`src/rtl/data_ram_arbiter.sv`:
```
// Two-master round-robin arbiter that serialises accesses to the single-port data RAM.
// Each access takes an ACCESS cycle on the RAM, followed by a RESP cycle carrying the ack.
module data_ram_arbiter #(
    parameter int unsigned ADDR_W = 32,
    parameter int unsigned DATA_W = 32
) (
    input  logic              clk,
    input  logic              rst,

    input  logic              m0_req,
    input  logic              m0_we,
    input  logic [ADDR_W-1:0] m0_addr,
    input  logic [3:0]        m0_sel,
    input  logic [DATA_W-1:0] m0_wdata,
    output logic [DATA_W-1:0] m0_rdata,
    output logic              m0_ack,

    input  logic              m1_req,
    input  logic              m1_we,
    input  logic [ADDR_W-1:0] m1_addr,
    input  logic [3:0]        m1_sel,
    input  logic [DATA_W-1:0] m1_wdata,
    output logic [DATA_W-1:0] m1_rdata,
    output logic              m1_ack,

    output logic              ram_ce,
    output logic              ram_we,
    output logic [ADDR_W-1:0] ram_addr,
    output logic [3:0]        ram_sel,
    output logic [DATA_W-1:0] ram_wdata,
    input  logic [DATA_W-1:0] ram_rdata
);

    typedef enum logic [1:0] {
        StIdle,
        StAccess,
        StResp
    } state_e;

    state_e state_q, state_d;

    logic              gnt_q;
    logic              last_q;
    logic              we_q;
    logic [ADDR_W-1:0] addr_q;
    logic [3:0]        sel_q;
    logic [DATA_W-1:0] wdata_q;
    logic [DATA_W-1:0] m0_rdata_q;
    logic [DATA_W-1:0] m1_rdata_q;

    logic              elig0;
    logic              elig1;
    logic              win;
    logic              latch_en;
    logic              win_we;
    logic [ADDR_W-1:0] win_addr;
    logic [3:0]        win_sel;
    logic [DATA_W-1:0] win_wdata;
    logic [DATA_W-1:0] access_rdata;
    logic              in_access;
    logic              in_resp;

    // The master just served still holds req during RESP; it must not win again.
    always_comb begin
        elig0 = m0_req && !(state_q == StResp && gnt_q == 1'b0);
        elig1 = m1_req && !(state_q == StResp && gnt_q == 1'b1);
    end

    always_comb begin
        win = 1'b0;
        if (elig0 && elig1) begin
            win = ~last_q;
        end else if (elig1) begin
            win = 1'b1;
        end
    end

    always_comb begin
        win_we    = m0_we;
        win_addr  = m0_addr;
        win_sel   = m0_sel;
        win_wdata = m0_wdata;
        if (win) begin
            win_we    = m1_we;
            win_addr  = m1_addr;
            win_sel   = m1_sel;
            win_wdata = m1_wdata;
        end
    end

    always_comb begin
        state_d  = state_q;
        latch_en = 1'b0;
        unique case (state_q)
            StIdle, StResp: begin
                if (elig0 || elig1) begin
                    latch_en = 1'b1;
                    state_d  = StAccess;
                end else begin
                    state_d  = StIdle;
                end
            end
            StAccess: begin
                state_d = StResp;
            end
            default: begin
                state_d = StIdle;
            end
        endcase
    end

    // Writes and empty-lane accesses return zero to the requester.
    always_comb begin
        access_rdata = '0;
        if (!we_q && (sel_q != 4'b0000)) begin
            access_rdata = ram_rdata;
        end
    end

    always_ff @(posedge clk) begin
        if (rst) begin
            state_q    <= StIdle;
            gnt_q      <= 1'b0;
            last_q     <= 1'b1;
            we_q       <= 1'b0;
            addr_q     <= '0;
            sel_q      <= 4'b0000;
            wdata_q    <= '0;
            m0_rdata_q <= '0;
            m1_rdata_q <= '0;
        end else begin
            state_q <= state_d;
            if (latch_en) begin
                gnt_q   <= win;
                last_q  <= win;
                we_q    <= win_we;
                addr_q  <= win_addr;
                sel_q   <= win_sel;
                wdata_q <= win_wdata;
            end
            if (state_q == StAccess) begin
                if (gnt_q) begin
                    m1_rdata_q <= access_rdata;
                end else begin
                    m0_rdata_q <= access_rdata;
                end
            end
        end
    end

    // Reset gates every strobe so nothing is committed or acknowledged while rst is high.
    always_comb begin
        in_access = (state_q == StAccess) && !rst;
        in_resp   = (state_q == StResp) && !rst;
    end

    always_comb begin
        ram_ce    = 1'b0;
        ram_we    = 1'b0;
        ram_addr  = '0;
        ram_sel   = 4'b0000;
        ram_wdata = '0;
        if (in_access) begin
            ram_ce    = (sel_q != 4'b0000);
            ram_we    = (sel_q != 4'b0000) && we_q;
            ram_addr  = addr_q;
            ram_sel   = sel_q;
            ram_wdata = wdata_q;
        end
    end

    always_comb begin
        m0_ack   = in_resp && (gnt_q == 1'b0);
        m1_ack   = in_resp && (gnt_q == 1'b1);
        m0_rdata = m0_rdata_q;
        m1_rdata = m1_rdata_q;
    end

endmodule

```
`config.mk`:
```
export PLATFORM = sky130hd
export DESIGN_NAME = data_ram_arbiter
export DESIGN_NICKNAME = d
export VERILOG_FILES = /design/src/rtl/data_ram_arbiter.sv
export SDC_FILE = /design/constraint.sdc
export NUM_CORES = 1
export LEC_CHECK = 0
export BUFFER_PORTS_ARGS = -buffer_cell sky130_fd_sc_hd__buf_2
export CAP_MARGIN = 25
export CORE_UTILIZATION = 41
export CTS_CLUSTER_SIZE = 10
export DETAILED_ROUTE_END_ITERATION = 7
export GPL_TIMING_DRIVEN = 0
export PLACE_DENSITY = 0.81
export REMOVE_ABC_BUFFERS = 1
export SLEW_MARGIN = 20
export SYNTH_ARGS = -nofsm -noshare
export SYNTH_HDL_FRONTEND = slang
export SYNTH_SLANG_ARGS = --single-unit
export TNS_END_PERCENT = 30
```
`constraint.sdc`:
```
create_clock -name clk -period 1.6 [get_ports clk]
set_input_delay 0.4 -clock clk [delete_from_list [all_inputs] [get_ports clk]]
set_output_delay 0.4 -clock clk [all_outputs]
set_load 0.01 [all_outputs]
```
==> results_dict.tcl, run 1 <==
set metrics [dict create \
    layout-drive-gt1-share 0.444 \
    floorplan.rows 43 \
    globalRouteMet3Util 0.0785 \
    leakage_nw 4.51 \
    report.final.hold_viol_count 0 \
    drt-vias-per-instance 5.42 \
    worst_clock_skew_ps 9.44 \
    totalPowerFinal_mw 10.6 \
    critical_path_peak_fanout 5 \
    postRouteWirelength_mm 23.3 \
    clock_tree.htree_level_count 4 \
    core_region_area_um2 14000 \
    cts_sinks 137 \
    slew_worst_pin_ps 634 \
    critPathRequiredTime_ps 1200 \
    critical_setup_path_kind "flip-flop to output pin" \
    worst_hold_startpoint "m0_sel[3]" \
    dominantRegCellSynth "sky130_fd_sc_hd__dfxtp_1" \
    cts-root-to-sink-buffers 2 \
    rr_startpoint "state_q[1]" \
    postPlaceCellArea_um2 7750 \
    post_synth_instance_area_um2 5930 \
    rsz0062_at_grt "yes" \
    finalWorstSetupSlack_ps -451 \
    routabilityCongestion 0.774 \
    post-synth-top-area-fraction 0.463 \
    grt_overflow_total 0 \
    drt-wirelength-per-cell_um 17.9 \
    floorplan.die.width_um 122 \
    report.final.setup_viol 143 \
    holdCritPathClass "input port to flip-flop" \
    drtIter0Drc 524 \
    fin_nets 1280 \
    power-per-cell-area_nw_per_um2 1090 \
    grt_antenna_before_repair 3 \
    cts_tree "done" \
    synthesis.yosys.warnings 0 \
    area.growth.synth_to_final_pct 64.6 \
    grt_use_met2 0.438 \
    via_count 7049 \
    gr-usage-all-layers 0.252 \
    grt_pass1_wl_mm 29.1 \
    period_share 1.28 \
    num-fill-cells 1059 \
    synth_edf_count 0 \
    postSynthCellCount 773 \
    post-route-drc-count 0 \
    design_area_um2 9760 \
    cts_made_buffers 17 \
    die_area_um2 14900 \
    worst_setup_hold_path_clk_slew_ps 60 \
    cp-end-kind "output pin" \
    first_pass_drt_iterations 5 \
    grt_max_degree 63 \
    synth.largest_area_cell "sky130_fd_sc_hd__dfxtp_1" \
    cts_hold_buffers 0 \
    status "complete, but fails checks" \
    arrival_ps 1650 \
    detailed_place_hpwl_mm 12.8 \
    fin_tns_setup_ps -46020 \
    post_synth_num_cell_types 25 \
    mean_cell_area_of_the_mapped_netlist_um2 7.67 \
    grt_pass1_vias 5913 \
    postSynthRegisterBits 137 \
    crit_path_start_kind "flip-flop" \
    ctsRootBufferMaster "sky130_fd_sc_hd__clkbuf_16" \
    worstSkewPairLatency_ps 420 \
    finalWorstPathRequiredPeriod_ps 2050 \
    max-slew-margin-rel 0.576 \
    use_met1 0.284 \
    synthTopCellsByArea "sky130_fd_sc_hd__dfxtp_1 46%, sky130_fd_sc_hd__nand2_1 13%, sky130_fd_sc_hd__a311oi_1 10%, sky130_fd_sc_hd__and2_1 7.3%, sky130_fd_sc_hd__a21oi_1 5.5%" \
    ys_seq_area_frac 0.463 \
    max_freq_mhz 488 \
    die_h_um 122 \
    ir_drop_v 0.000749 \
    maxSlewViolCount 0 \
    initial_core_util 0.424 \
    violations "negative setup slack" \
    antenna_violating_nets_post_route 0 \
    share_of_flip_flops_with_an_asynchronous_set_or_reset_after_synthesis 0 \
    num_io_pins 310 \
    globalRoute.busiestLayer "met2" \
    crit_start "state_q[1]" \
    cap_violations 0 \
    place.port_buffers 309 \
]
power by group:
| group | switching [mW] | internal, mW |
|---|---|---|
| logic | 1.17 | 1.05 |
| clock network | 1.50 | 3.09 |
| registers | 0.149 | 3.69 |
| total | 2.81 | 7.83 |
metal layers:
| metal | share of wire | vias up |
|---|---|---|
| li1 | - | 3316 |
| met1 | 0.37 | 3281 |
| met2 | 0.51 | 382 |
| met3 | 0.088 | 68 |
| met4 | 0.032 | 2 |
| met5 | 0.00056 | - |
flip-flops by register name (all words and copies together) (netlist names):
register	cells
state_q	2
m0_rdata	32
sel_q	4
gnt_q	1
wdata_q	32
we_q	1
addr_q	32
m1_rdata	32
last_q	1
path summary, 6_finish.rpt:
| path | to | slack (ps) | cells past startpoint |
|---|---|---|---|
| max | ram_addr[19] | -450 | 6 |
| min | sel_q[3] | 240 | 3 |
| max reg2reg | addr_q[0] | -430 | 9 |
| min reg2reg | m0_rdata[11] | 450 | 2 |
stage by stage:
| step | setup WS (ps) | hold slack, ps | util | cells |
|---|---|---|---|---|
| after floorplan | -3890 | 432 | - | 702 |
| after detailed placement | -896 | 444 | 0.554 | 1207 |
| after global placement | -5930 | 439 | 0.527 | 1191 |
| after global routing | -499 | 229 | 0.698 | 1301 |
| final | -451 | 237 | 0.698 | 1301 |
| after CTS | -441 | 221 | 0.634 | 1253 |
cells in the mapped netlist (3+ instances only):
library cell and count:
sky130_fd_sc_hd__a311oi_1 69, sky130_fd_sc_hd__buf_4 8, sky130_fd_sc_hd__a21oi_1 65, sky130_fd_sc_hd__clkbuf_1 47
sky130_fd_sc_hd__nand2_1 204, sky130_fd_sc_hd__nand2b_1 4, sky130_fd_sc_hd__and2_1 69, sky130_fd_sc_hd__dfxtp_1 137
sky130_fd_sc_hd__nor2_1 76, sky130_fd_sc_hd__buf_2 14, sky130_fd_sc_hd__nor3_1 3, sky130_fd_sc_hd__nand3_1 64
kinds of logic (layout without fill, tap and decap cells):
kind of cell / count (synthesis) / count (layout) / synth area share
other: 0 / 2 / 0
DFF: 137 / 137 / 0.463
and+or+nand+nor: 424 / 426 / 0.315
AOI/OAI and AO/OA: 140 / 141 / 0.167
buffers and inverters: 72 / 415 / 0.0549
cells in the final DEF (no fill, tap or decap), drive strengths merged, types with 2 or more instances in the layout:
master,Yosys,layout
buf,24,371
nand2,204,204
dfxtp,137,137
nor2,76,78
a311oi,70,70
and2,69,69
a21oi,65,65
nand3,64,64
clkbuf,47,31
bufinv,0,7
nand2b,4,4
nor3,3,3
inv,1,3
diode,0,2
o211a,1,2
clkinv,0,2
timing repair:
item	4_1_cts	5_1_grt
gates cloned	6	15
pin swaps	17	60
gates resized for setup	62	91
endpoints found under the setup margin	207	181
setup buffers	8	33
cell type report:
cell class | count | area [um2] | area share
sequential | 137 | 2760 | 0.283
clock buffer | 21 | 440 | 0.0451
tap | 180 | 225 | 0.0231
multi-input combinational | 567 | 3240 | 0.332
clock inverter | 11 | 241 | 0.0247
antenna | 2 | 5.00 | 0.000513
inverter | 1 | 3.75 | 0.000385
timing repair buffer | 382 | 2840 | 0.291
worst max-delay path, stage by stage, from the launching register on:
cell                        delay (ps)
sky130_fd_sc_hd__dfxtp_4           350
sky130_fd_sc_hd__nand2b_4          170
sky130_fd_sc_hd__nor2_4            160
sky130_fd_sc_hd__buf_12            170
sky130_fd_sc_hd__clkbuf_16         150
sky130_fd_sc_hd__and2_4            130
sky130_fd_sc_hd__buf_6             100
No activity file was read; power rests on OpenSTA's default activity.
==> run 2, diff against run 1 <==
--- a/config.mk
+++ b/config.mk
@@ -5,7 +5,7 @@
 export SDC_FILE = /design/constraint.sdc
 export NUM_CORES = 1
 export LEC_CHECK = 0
-export BUFFER_PORTS_ARGS = -buffer_cell sky130_fd_sc_hd__buf_2
+export BUFFER_PORTS_ARGS = -buffer_cell sky130_fd_sc_hd__buf_4
 export CAP_MARGIN = 25
 export CORE_UTILIZATION = 41
 export CTS_CLUSTER_SIZE = 10
==> run 2 against run 1 <==
  * The flow still finishes with violations (negative setup slack)
  * Core utilization grew 0.91 points
  * Sequential share of layout area shrank 0.39 points
  * Critical path depth is the same
  * Flip-flop and latch count is the same
  * Die area is the same
  * Power shrank 4.6%
  * Critical path type unchanged
  * Largest power group unchanged
==> results_dict.tcl, run 2 (synthesis results as in run 1) <==
set metrics [dict create \
    power-per-cell-area_nw_per_um2 1030 \
    holdCritPathClass "input port to flip-flop" \
    final_util 0.707 \
    worst_setup_hold_path_clk_slew_ps 60 \
    worstSkewPairLatency_ps 420 \
    grt_overflow_total 0 \
    floorplan.die.width_um 122 \
    cts-root-to-sink-buffers 2 \
    drtIter0Drc 470 \
    grt_max_degree 142 \
    worst_clock_skew_ps 8.05 \
    slew_worst_pin_ps 823 \
    die_area_um2 14900 \
    diode_count 0 \
    grt_antenna_before_repair 0 \
    core_region_area_um2 14000 \
    drt-wirelength-per-cell_um 17.5 \
    r2r_end "wdata_q[31]" \
    area.growth.synth_to_final_pct 66.8 \
    worst_hold_startpoint "m0_addr[8]" \
    leakage_nw 4.40 \
    grt_pass1_wl_mm 31.1 \
    fin_tns_setup_ps -38270 \
    layout-drive-gt1-share 0.394 \
    place.port_buffers 309 \
    period_share 1.27 \
    grt_pass1_vias 6230 \
    ctsRootBufferMaster "sky130_fd_sc_hd__clkbuf_16" \
    initial_core_util 0.424 \
    mostFrequentLayoutCell "sky130_fd_sc_hd__buf_4" \
    timing.reg2reg.worst_path_depth 9 \
    drt-vias-per-instance 5.32 \
    via_count 6798 \
    antenna_violating_nets_post_route 0 \
    cap_violations 0 \
    rr_startpoint "state_q[1]" \
    internal_reg_to_reg_setup_slack_ps -240 \
    max-slew-margin-rel 0.450 \
    post-route-drc-count 0 \
    violations "negative setup slack" \
    report.final.setup_viol 181 \
    routabilityCongestion 0.803 \
    cts_tree "done" \
    first_pass_drt_iterations 4 \
    detailed_place_hpwl_mm 13.6 \
    floorplan.rows 43 \
    clock_tree.htree_level_count 4 \
    cts_made_buffers 17 \
    min_path_cells 3 \
    finalWorstSetupSlack_ps -424 \
    fin_nets 1260 \
    report.final.hold_viol_count 0 \
    gr-usage-all-layers 0.269 \
    cts_sinks 137 \
    ir_drop_v 0.000665 \
    cp-end-kind "output pin" \
    rsz0062_at_grt "yes" \
    critical_path_peak_fanout 5 \
    critical_setup_path_kind "flip-flop to output pin" \
    cts_hold_buffers 0 \
    status "complete, but fails checks" \
    max_freq_mhz 494 \
    num_io_pins 310 \
    most_used_cells_in_the_layout_excluding_fill_and_tap_cells "314 x sky130_fd_sc_hd__buf_4, 202 x sky130_fd_sc_hd__nand2_1, 130 x sky130_fd_sc_hd__dfxtp_1" \
    crit_path_start_kind "flip-flop" \
    die_h_um 122 \
    hold_path_end "addr_q[8]" \
    critPathRequiredTime_ps 1200 \
    place_worst_setup_slack_ps -943 \
    arrival_ps 1620 \
    maxSlewViolCount 0 \
    postRouteWirelength_mm 22.3 \
    finalWorstPathRequiredPeriod_ps 2020 \
]
run 2: cell types whose count changed in the layout (fill, tap and decap cells not counted), moves of 5 or more:
cell	delta
sky130_fd_sc_hd__nand2_2	-16
sky130_fd_sc_hd__clkbuf_16	-5
sky130_fd_sc_hd__a311oi_2	-13
sky130_fd_sc_hd__buf_6	-14
sky130_fd_sc_hd__and2_1	+9
sky130_fd_sc_hd__buf_2	-286
sky130_fd_sc_hd__and2_4	-9
sky130_fd_sc_hd__nand2_1	+20
sky130_fd_sc_hd__a311oi_1	+13
sky130_fd_sc_hd__buf_4	+289
run 2: final cells by class:
cell class | instances | area [um2]
clock buffer | 20 | 457
multi-input combinational | 566 | 3040
sequential | 137 | 2760
timing repair buffer | 363 | 3230
tap | 180 | 225
clock inverter | 11 | 169
fill | 1101 | 4100
inverter | 1 | 3.75
run 2: worst max path at each step:
stage	startpoint	end	slack, ps	cells past startpoint
floorplan	gnt_q	wdata_q[27]	-3890	3
global placement	m1_req	wdata_q[27]	-6000	4
detailed placement	rst	ram_addr[6]	-940	5
CTS	state_q[1]	ram_addr[19]	-430	6
global route	state_q[1]	ram_wdata[25]	-480	6
finish	state_q[1]	ram_addr[8]	-420	6
run 2: repair_timing:
action / 4_1_cts / 5_1_grt
pin swaps: 11 / 60
gates cloned: 3 / 6
resized for setup: 43 / 40
endpoints found under the setup margin: 208 / 203
buffers inserted: 11 / 22
run 2: critical path: stages, from the launching register on:
cell and delay, ps:
sky130_fd_sc_hd__dfxtp_4 340, sky130_fd_sc_hd__nand2b_4 160, sky130_fd_sc_hd__nor2_4 130, sky130_fd_sc_hd__buf_6 170, sky130_fd_sc_hd__clkbuf_16 150, sky130_fd_sc_hd__and2_4 140, sky130_fd_sc_hd__buf_6 100
run 2: per-stage QoR:
stage	instance area, um2	hold WS, ps	cells	power, mW
after floorplan	5610	432	702	4.71
after global placement	8150	442	1191	5.51
after detailed placement	8470	447	1206	5.62
after CTS	9410	236	1251	9.93
after global routing	9890	237	1278	10.6
final	9890	244	1278	10.1
run 2: power by group:
group | internal [mW] | leakage (nW) | switching (mW)
clock | 2.69 | 0.307 | 1.50
combinational | 1.08 | 2.96 | 1.05
sequential | 3.69 | 1.13 | 0.145
total | 7.45 | 4.40 | 2.70
run 2: layer usage:
metal  vias to the layer above  global-route usage  part of all wire
li1                       3260                   -                 -
met2                       326               0.467              0.50
met1                      3166               0.298              0.37
met3                        46              0.0976              0.10
met5                         -                   0                 0
met4                         0               0.105             0.031
==> run 3, diff against run 2 <==
--- a/config.mk
+++ b/config.mk
@@ -5,9 +5,10 @@
 export SDC_FILE = /design/constraint.sdc
 export NUM_CORES = 1
 export LEC_CHECK = 0
+export ABC_AREA = 1
 export BUFFER_PORTS_ARGS = -buffer_cell sky130_fd_sc_hd__buf_4
 export CAP_MARGIN = 25
-export CORE_UTILIZATION = 41
+export CORE_UTILIZATION = 43
 export CTS_CLUSTER_SIZE = 10
 export DETAILED_ROUTE_END_ITERATION = 7
 export GPL_TIMING_DRIVEN = 0
==> run 3 against run 2 <==
  * The run still ends with negative setup slack left
  * Sequential power about the same
  * Die area up 7.6%
  * Global-route usage up 1.5 points
  * Clock power up 2%
  * Power up 4.9%
  * Non-clock buffer count down 33
  * Core utilization down 1.9 points
  * Sequential share of layout area down 1.6 points
  * Synthesized cell count up 33%
==> results_dict.tcl, run 3 <==
set metrics [dict create \
    grt_overflow_total 0 \
    initial_core_util 0.441 \
    place.port_buffers 309 \
    critical_path_peak_fanout 35 \
    critPathMaxStageDelay_ps 360 \
    routabilityCongestion 0.786 \
    grt_use_met2 0.478 \
    floorplan.die.width_um 127 \
    cp-end-kind "output pin" \
    mostFrequentLayoutCell "sky130_fd_sc_hd__buf_4" \
    share_of_flip_flops_with_an_asynchronous_set_or_reset_after_synthesis 0 \
    place.detailed.instances 1454 \
    synth_edf_count 0 \
    critPathRequiredTime_ps 1200 \
    path_buf_inv 5 \
    max_freq_mhz 449 \
    gr-usage-all-layers 0.284 \
    synthTopCellsByArea "sky130_fd_sc_hd__dfxtp_1 41%, sky130_fd_sc_hd__nand2_1 12%, sky130_fd_sc_hd__nor2_1 12%, sky130_fd_sc_hd__nand3_1 7.8%, sky130_fd_sc_hd__a21oi_1 4.9%" \
    cp_cell_sequence "inv_4 -> or2_4 -> nor2_4 -> buf_12 -> buf_12 -> inv_16 -> nor2_2 -> buf_4" \
    synth_most_common_cell "sky130_fd_sc_hd__nand2_1" \
    post_synth_instance_area_um2 6700 \
    maxSlewViolCount 0 \
    dominantRegCellSynth "sky130_fd_sc_hd__dfxtp_1" \
    via_count 7833 \
    report.final.hold_viol_count 0 \
    first_pass_drt_iterations 5 \
    slew_worst_pin_ps 542 \
    area.growth.synth_to_final_pct 56.0 \
    clock_tree.htree_level_count 4 \
    status "complete, but fails checks" \
    cp_max_delay_cell "sky130_fd_sc_hd__dfxtp_2" \
    antenna_violating_nets_post_route 0 \
    drt-vias-per-instance 5.21 \
    rsz0062_at_grt "yes" \
    post_synth_num_cell_types 23 \
    layoutNonFillerInstCount 1503 \
    grt_max_degree 109 \
    final_util 0.687 \
    worst_clock_skew_ps 9.64 \
    cap_violations 0 \
    postSynthRegisterBits 137 \
    num_io_pins 310 \
    cts-root-to-sink-buffers 2 \
    ir_drop_v 0.000787 \
    fin_nets 1476 \
    finalWorstSetupSlack_ps -627 \
    globalRoute.busiestLayer "met2" \
    cts_made_buffers 17 \
    grt_antenna_before_repair 0 \
    die_h_um 127 \
    most_used_cells_in_the_layout_excluding_fill_and_tap_cells "301 x sky130_fd_sc_hd__buf_4, 210 x sky130_fd_sc_hd__nand2_1, 153 x sky130_fd_sc_hd__nor2_1" \
    worst_setup_hold_path_clk_slew_ps 60 \
    synthesis.yosys.warnings 0 \
    post-route-drc-count 0 \
    crit_top_cell "sky130_fd_sc_hd__buf_12" \
    postPlaceCellArea_um2 9210 \
    finalWorstPathRequiredPeriod_ps 2230 \
    grt_pass1_wl_mm 35.7 \
    ctsRootBufferMaster "sky130_fd_sc_hd__clkbuf_16" \
    postRouteWirelength_mm 24.1 \
    arrival_ps 1830 \
    worstSkewPairLatency_ps 420 \
    use_met1 0.326 \
    violations "negative setup slack" \
    final.hold.worst_slack_ps 246 \
    globalRouteMet3Util 0.0928 \
    detailed_place_hpwl_mm 14.2 \
    max-slew-margin-rel 0.638 \
    layout-drive-gt1-share 0.344 \
    floorplan.rows 45 \
    core_region_area_um2 15200 \
    drt-wirelength-per-cell_um 16.0 \
    holdCritPathClass "input port to flip-flop" \
    num-fill-cells 1277 \
    postSynthCellCount 1029 \
    most_common_library_cells_after_synthesis "213 x sky130_fd_sc_hd__nand2_1, 211 x sky130_fd_sc_hd__nor2_1, 137 x sky130_fd_sc_hd__dfxtp_1, 105 x sky130_fd_sc_hd__nand3_1, 69 x sky130_fd_sc_hd__inv_1" \
    report.final.setup_viol 185 \
    mean_cell_area_of_the_mapped_netlist_um2 6.51 \
    die_area_um2 16100 \
    crit_path_start_kind "flip-flop" \
    ys_seq_area_frac 0.409 \
    critical_setup_path_kind "flip-flop to output pin" \
    power-per-cell-area_nw_per_um2 1020 \
    leakage_nw 5.06 \
    critical-path-top-delay-family "simple AND/OR/NAND/NOR gates" \
    period_share 1.39 \
    cts_sinks 137 \
    synth.largest_area_cell "sky130_fd_sc_hd__dfxtp_1" \
    cts_tree "done" \
    post-synth-top-area-fraction 0.409 \
    design_area_um2 10500 \
    diode_count 0 \
    drtIter0Drc 442 \
    grt_pass1_vias 6985 \
]
==> run 3: changes by cell type after synthesis, moves of 14 or more <==
cell and change:
sky130_fd_sc_hd__clkbuf_1 +14, sky130_fd_sc_hd__nand3_1 +41, sky130_fd_sc_hd__a21boi_0 +39, sky130_fd_sc_hd__and2_1 -69
sky130_fd_sc_hd__a311oi_1 -69, sky130_fd_sc_hd__o21ai_0 +57, sky130_fd_sc_hd__nor2_1 +135, sky130_fd_sc_hd__a21boi_1 +30
sky130_fd_sc_hd__inv_1 +68
==> run 3: worst register-to-register path, stage by stage (launching register included) <==
cell and delay, ps:
sky130_fd_sc_hd__dfxtp_2 360, sky130_fd_sc_hd__inv_4 40, sky130_fd_sc_hd__buf_4 150, sky130_fd_sc_hd__nand3_4 120, sky130_fd_sc_hd__nand3_4 390, sky130_fd_sc_hd__buf_16 380
sky130_fd_sc_hd__nand3_2 170, sky130_fd_sc_hd__nand2_1 70, sky130_fd_sc_hd__nor2_1 130, sky130_fd_sc_hd__nor2_1 50
==> run 3: area by class of cell <==
cell class | instances | area (um2) | share of cell area
repair inverters | 6 | 81.3 | 0.00778
flip-flops and latches | 137 | 2750 | 0.263
clock inverters | 14 | 209 | 0.0200
multi-input cells | 735 | 3680 | 0.352
inverters | 75 | 329 | 0.0315
repair buffers | 330 | 2740 | 0.262
well taps | 188 | 235 | 0.0225
clock buffers | 18 | 429 | 0.0411
==> run 3: power by group <==
group	leakage, nW	switching [mW]	total, mW	internal (mW)
sequential	1.13	0.122	3.84	3.72
combinational	3.62	1.46	2.54	1.08
clock	0.309	1.61	4.27	2.66
total	5.06	3.20	10.6	7.45
==> run 3: layer usage <==
layer	vias to the layer above	part of all wire
li1	3834	-
met1	3606	0.39
met2	335	0.49
met3	58	0.091
met4	0	0.031
met5	-	0
==> run 3: logic make-up after synthesis <==
group,after synthesis,synth area share
and+or+nand+nor,535,0.323
DFF,137,0.409
buffers and inverters,158,0.0928
AOI/OAI and AO/OA,199,0.175
==> run 3: worst paths after layout <==
| path | from | to | slack (ps) | depth (start not counted) |
|---|---|---|---|---|
| worst max-delay path | state_q[0] | ram_sel[3] | -630 | 8 |
| worst min-delay path | rst | state_q[0] | 250 | 2 |
| worst max register to register | state_q[0] | addr_q[14] | -370 | 9 |
| worst min register to register | m1_rdata[17] | m1_rdata[17] | 520 | 2 |
==> run 3: per-stage QoR <==
step           TNS (ps)  worst slack, ps  power [mW]
3_5_place_dp     -71930             -676        6.15
2_1_floorplan   -216560            -2000        5.13
6_report         -64180             -627        10.6
3_3_place_gp    -463390            -4090        6.05
5_1_grt          -79120             -688        11.1
4_1_cts          -56110             -570        10.6
==> run 3: timing repair <==
| item | 4_1_cts | 5_1_grt |
|---|---|---|
| cloned | 5 | 2 |
| endpoints found under the setup margin | 207 | 204 |
| endpoints found under the hold margin | 0 | 0 |
| hold buffers | 0 | 0 |
| gates resized for setup | 123 | 52 |
| setup buffers | 8 | 3 |
| pin swaps | 13 | 7 |
